### src/rtl/alu_ctrl.sv
// Issue/writeback controller for the 12-bit ALU: 3-cycle IDLE/EXEC/WB sequence, small regfile, flags.
// Optional ALU_CTRL_NOWB_EN adds instr_nowb to suppress the register write (flags still update).
module alu_ctrl #(
   parameter int unsigned NREGS  = 4,
   parameter int unsigned DATA_W = 12,
   localparam int unsigned IdxW  = $clog2(NREGS)
) (
   input  logic              clk,
   input  logic              rst_n,
   input  logic              instr_valid,
   output logic              instr_ready,
   input  logic [2:0]        instr_op,
   input  logic [IdxW-1:0]   instr_rd,
   input  logic [IdxW-1:0]   instr_ra,
   input  logic [IdxW-1:0]   instr_rb,
   input  logic              instr_imm_sel,
   input  logic [DATA_W-1:0] instr_imm,
   input  logic              instr_use_carry,
`ifdef ALU_CTRL_NOWB_EN
   input  logic              instr_nowb,
`endif
   output logic [DATA_W-1:0] alu_a,
   output logic [DATA_W-1:0] alu_b,
   output logic              alu_carry_in,
   output logic [2:0]        alu_func,
   input  logic [DATA_W-1:0] alu_result,
   input  logic              alu_carry,
   input  logic              alu_equ,
   input  logic              alu_overflow,
   output logic [4:0]        flags,
   output logic              done,
   input  logic [IdxW-1:0]   dbg_sel,
   output logic [DATA_W-1:0] dbg_data
);

   typedef enum logic [1:0] {
      StIdle,
      StExec,
      StWb
   } state_e;

   state_e              state_q, state_d;
   logic                accept;
   logic                wb_en;

   logic [2:0]          op_q;
   logic [IdxW-1:0]     rd_q;
   logic [DATA_W-1:0]   a_q;
   logic [DATA_W-1:0]   b_q;
   logic                cin_q;

   logic [DATA_W-1:0]   res_q;
   logic                res_c_q;
   logic                res_e_q;
   logic                res_v_q;

   logic [4:0]          flags_q;
   logic                done_q;
   logic [DATA_W-1:0]   regs_q [NREGS];

`ifdef ALU_CTRL_NOWB_EN
   logic                nowb_q;
   assign wb_en = ~nowb_q;
`else
   assign wb_en = 1'b1;
`endif

   assign instr_ready = (state_q == StIdle);
   assign accept      = instr_valid & instr_ready;
   assign flags       = flags_q;
   assign done        = done_q;
   assign dbg_data    = regs_q[dbg_sel];

   always_comb begin
      state_d = state_q;
      unique case (state_q)
         StIdle:  if (accept) state_d = StExec;
         StExec:  state_d = StWb;
         StWb:    state_d = StIdle;
         default: state_d = StIdle;
      endcase
   end

   // ALU inputs are only meaningful during EXEC; keep them quiet otherwise.
   always_comb begin
      alu_a        = '0;
      alu_b        = '0;
      alu_carry_in = 1'b0;
      alu_func     = '0;
      if (state_q == StExec) begin
         alu_a        = a_q;
         alu_b        = b_q;
         alu_carry_in = cin_q;
         alu_func     = op_q;
      end
   end

   always_ff @(posedge clk or negedge rst_n) begin
      if (!rst_n) begin
         state_q <= StIdle;
         op_q    <= '0;
         rd_q    <= '0;
         a_q     <= '0;
         b_q     <= '0;
         cin_q   <= 1'b0;
         res_q   <= '0;
         res_c_q <= 1'b0;
         res_e_q <= 1'b0;
         res_v_q <= 1'b0;
         flags_q <= '0;
         done_q  <= 1'b0;
`ifdef ALU_CTRL_NOWB_EN
         nowb_q  <= 1'b0;
`endif
         for (int i = 0; i < NREGS; i++) begin
            regs_q[i] <= '0;
         end
      end else begin
         state_q <= state_d;
         done_q  <= (state_q == StWb);

         if (accept) begin
            op_q  <= instr_op;
            rd_q  <= instr_rd;
            a_q   <= regs_q[instr_ra];
            b_q   <= instr_imm_sel ? instr_imm : regs_q[instr_rb];
            // Carry flag is sampled here, not at EXEC.
            cin_q <= instr_use_carry & flags_q[4];
`ifdef ALU_CTRL_NOWB_EN
            nowb_q <= instr_nowb;
`endif
         end

         if (state_q == StExec) begin
            res_q   <= alu_result;
            res_c_q <= alu_carry;
            res_e_q <= alu_equ;
            res_v_q <= alu_overflow;
         end

         // r0 is never written, so it keeps its reset value of zero.
         if (state_q == StWb) begin
            if ((rd_q != '0) && wb_en) begin
               regs_q[rd_q] <= res_q;
            end
            flags_q <= {res_c_q, (res_q == '0), res_e_q, res_q[DATA_W-1], res_v_q};
         end
      end
   end

endmodule

### config.mk
export PLATFORM = sky130hd
export DESIGN_NAME = alu_ctrl
export DESIGN_NICKNAME = d
export VERILOG_FILES = /design/src/rtl/alu_ctrl.sv
export SDC_FILE = /design/constraint.sdc
export NUM_CORES = 1
export LEC_CHECK = 0
export CORE_ASPECT_RATIO = 1.2
export CORE_MARGIN = 10
export CORE_UTILIZATION = 47
export DETAILED_ROUTE_END_ITERATION = 8
export HOLD_SLACK_MARGIN = 0.03
export PLACE_DENSITY_LB_ADDON = 0.12
export SLEW_MARGIN = 5
export SYNTH_ARGS = -nofsm -noshare
export SYNTH_HDL_FRONTEND = slang
export SYNTH_SLANG_ARGS = --single-unit
### constraint.sdc
create_clock -name clk -period 1.48 [get_ports clk]
set_clock_uncertainty 0.05 [all_clocks]
set_input_delay 0.148 -clock clk [delete_from_list [all_inputs] [get_ports clk]]
set_output_delay 0.148 -clock clk [all_outputs]
set_load 0.05 [all_outputs]
==> impl_results.md <==
- Critical Path, Cell by Cell: and2b_4 > clkbuf_16 > and2_4 > buf_12
- Number of synthesized register bits: 101
- Failing checks: negative setup slack
- Fin. max-slew vios: 0
- Min-Delay Path Class: input port to asynchronous set/reset pin
- I/O Buffers: 89
- Detailed-route DRC error count: 0
- Placed cell areas: 6460 µm²
- Rel. slew slack: 0.712
- Leak: 3.50 nW
- Max incr delay on CP: about 0.38 ns
- Cell Count, Final, Fillers Out: approximately 630
- Max VDD drop: 1050 µV
- Critical Path AT: 1.56 ns
- Number of library cell types mapped by synthesis: 25
- Setup WS pre-CTS: -0.369 ns
- Share of layout cells above drive strength 1: 0.592
- Slowest stage cell, crit path: dfrtp_1
- CTS tree: done
- Fmax: about 570 MHz
- Std-Cell Rows: 40
- Sequential-to-total area share from yosys stat: 0.516
- Clk slew on worst S/H paths: 0.07 ns
- Cell area after layout: 7770 µm²
- Post-synthesis cell area: approximately 4900 µm²
- Router iterations before antenna repair: 4
- Vias/cell: 5.60
- Routed WL: about 14,000 µm
- CP Data Required Time: 1.28 ns
- H-Tree Depth: 3
- Fin nets: 539
- Post-DP HPWL: 8340 µm
- Crit. End Element: output pin
- Yosys warnings: 0
- Die Ht: 132 µm
- Syn Area/Cell: between 10 and 15 µm²
- Smallest hold slack: 0.224 ns
- Initial antenna violation count: 0
- Power density of the placed cells: 1750 nW/µm²
- CTS Sinks: 101
- Clk buf depth: 2
- Min Tclk post-route: 1.75 ns
- Fill count: 588
- WL/cell: between 20 and 25 µm
- Fin. Hold Viols: 0
- Dpl cells: between 500 and 600
- Final Core Density: 0.769
- Clock root buffer: clkbuf_16
- Antenna Cells: 0
- Final worst slack: -0.275 ns
- Critical Path Fanout Max: 11
- Clock Latency Late Sink: around 0.35 ns
- WS Path Type: flip-flop to output pin
- Final Wtd Congestion: 0.740
- I/O pin count: 90
- Die area: around 15,000 µm²
- Worst-Margin Slew: 0.432 ns
- Vias in the first global route: 3,717
- CTS buffer count: 9
- Status: finished, violations left
- Number of cells produced by synthesis: 330
- Initial DRC Count: ~170
- Reg2Reg Setup Slack: -0.18 ns
- Largest net degree at the start of global routing: 38
- Initial core utilization: 0.485
- Period utilization: 1.19
- Gr ovfl total: 0
- Critical path launch point type: flip-flop
- Vias: 3,506
- Core area: 10,100 µm²
- Antenna-violating nets left: 0
- Die Span X: roughly 110 µm
- Post-Synthesis Net Count: 373
- RSZ-0062 raised after global routing: true
- Area delta synth->final: 58.7%
- First-pass GRT wire length: about 22,000 µm
- Total GRT Usage: 0.185
- Max-capacitance violation count: 0
- Setup violators final: 115
[registers in the layout (all words and copies together), names as in the netlist, 2 cells and up]
name,count
state_q,2
op_q,3
b_q,12
res_q,12
a_q,12
rd_q,2
flags,5
regs_q,48
[final cells by class]
| cell class | instances | area (µm²) | area share |
|---|---|---|---|
| Clock buffer | 9 | 225 | 0.0290 |
| Tap cell | 126 | 158 | 0.0203 |
| Clock inverter | 6 | 113 | 0.0145 |
| Inverter | 2 | 12.5 | 0.00161 |
| Sequential cell | 101 | 2530 | 0.325 |
| Multi-Input combinational cell | 196 | 2390 | 0.307 |
| Timing Repair Buffer | 186 | 2350 | 0.302 |
[placed cells by master, fill, tap and decap left out, types with 3 or more instances in the layout]
cell | netlist | layout
dfrtp_1 | 101 | 100
buf_4 | 1 | 67
buf_12 | 0 | 47
mux2_2 | 65 | 43
clkdlybuf4s50_1 | 0 | 40
mux4_2 | 29 | 29
and2_4 | 0 | 28
mux2_4 | 2 | 24
nand2_1 | 13 | 13
mux2i_1 | 12 | 12
nor2_1 | 13 | 12
a21oi_1 | 12 | 12
clkbuf_16 | 0 | 12
buf_6 | 5 | 12
buf_8 | 0 | 11
mux4_1 | 7 | 7
nor4_1 | 3 | 3
nor3b_4 | 3 | 3
nand3_4 | 1 | 3
bufinv_16 | 0 | 3
clkinvlp_4 | 0 | 3
buf_16 | 0 | 3
[routing by layer]
layer / GRT usage / wire length, µm / up-vias
met5: 0 / 0 / -
met4: 0.0565 / 229 / 0
met3: 0.0433 / 819 / 20
met2: 0.309 / 7400 / 124
met1: 0.231 / 5690 / 1827
li1: - / - / 1535
[worst max-delay path, delay by kind of cell (launching register included)]
kind / cells / cell delay (ns)
AND/OR/NAND/NOR: 2 / 0.50
buffers and inverters: 2 / 0.32
flip-flops: 1 / 0.38
[cell usage after synthesis]
cell type	count	area [µm²]
nand2b_1	1	6.26
buf_1	2	7.51
nor4_1	3	18.8
nor2_1	13	48.8
nand3_1	2	10.0
nand3_4	1	17.5
nand2_1	13	48.8
mux4_2	29	653
dfrtp_1	101	2530
mux2_1	1	11.3
buf_4	1	7.51
mux4_1	7	184
buf_6	5	56.3
inv_1	1	3.75
mux2i_1	12	120
buf_2	7	35.0
a21oi_1	12	60.1
inv_6	1	8.76
mux2_4	2	30.0
mux2_2	65	732
clkbuf_1	17	63.8
o21ai_0	2	10.0
nor3b_4	3	56.3
and2_1	28	175
and2b_1	1	7.51
[repair_timing]
item / 4_1_cts / 5_1_grt
pin swaps: 1 / 12
gates resized for setup: 58 / 31
hold buffers: 1 / 0
hold endpoints to repair: 25 / 0
setup buffers: 52 / 14
endpoints found under the setup margin: 97 / 121
cloned: 6 / 3
[through the flow]
| stage | TNS [ns] | total power, mW |
|---|---|---|
| global route | -19.82 | 14.2 |
| finish | -15.37 | 13.6 |
| detailed placement | -15.09 | 9.35 |
| CTS | -13.19 | 13.2 |
| global placement | -14.35 | 9.16 |
| floorplan | -2.33 | 7.50 |
[cell families (layout without fill, tap and decap cells)]
logic type | after synthesis | after routing | share of synthesized area
compound gates | 14 | 14 | 0.0143
buf+inv | 34 | 203 | 0.0373
flops | 101 | 101 | 0.516
mux | 116 | 116 | 0.353
simple gates | 65 | 66 | 0.0794
[worst paths after layout]
kind,end,cells after the start,from
hold reg to reg,regs_q[38],0,regs_q[38]
min in group clk,res_q[3],2,alu_result[3]
setup / recovery,alu_a[8],4,state_q[1]
max in group asynchronous,b_q[7],3,rst_n
setup reg to reg,a_q[3],6,state_q[1]
hold / removal,op_q[2],2,rst_n
[report_power, final]
| part | internal, mW | switching, mW |
|---|---|---|
| combinational | 3.62 | 2.80 |
| sequential | 3.78 | 0.746 |
| clock | 1.64 | 1.04 |
No activity file was read; power rests on OpenSTA's default activity.
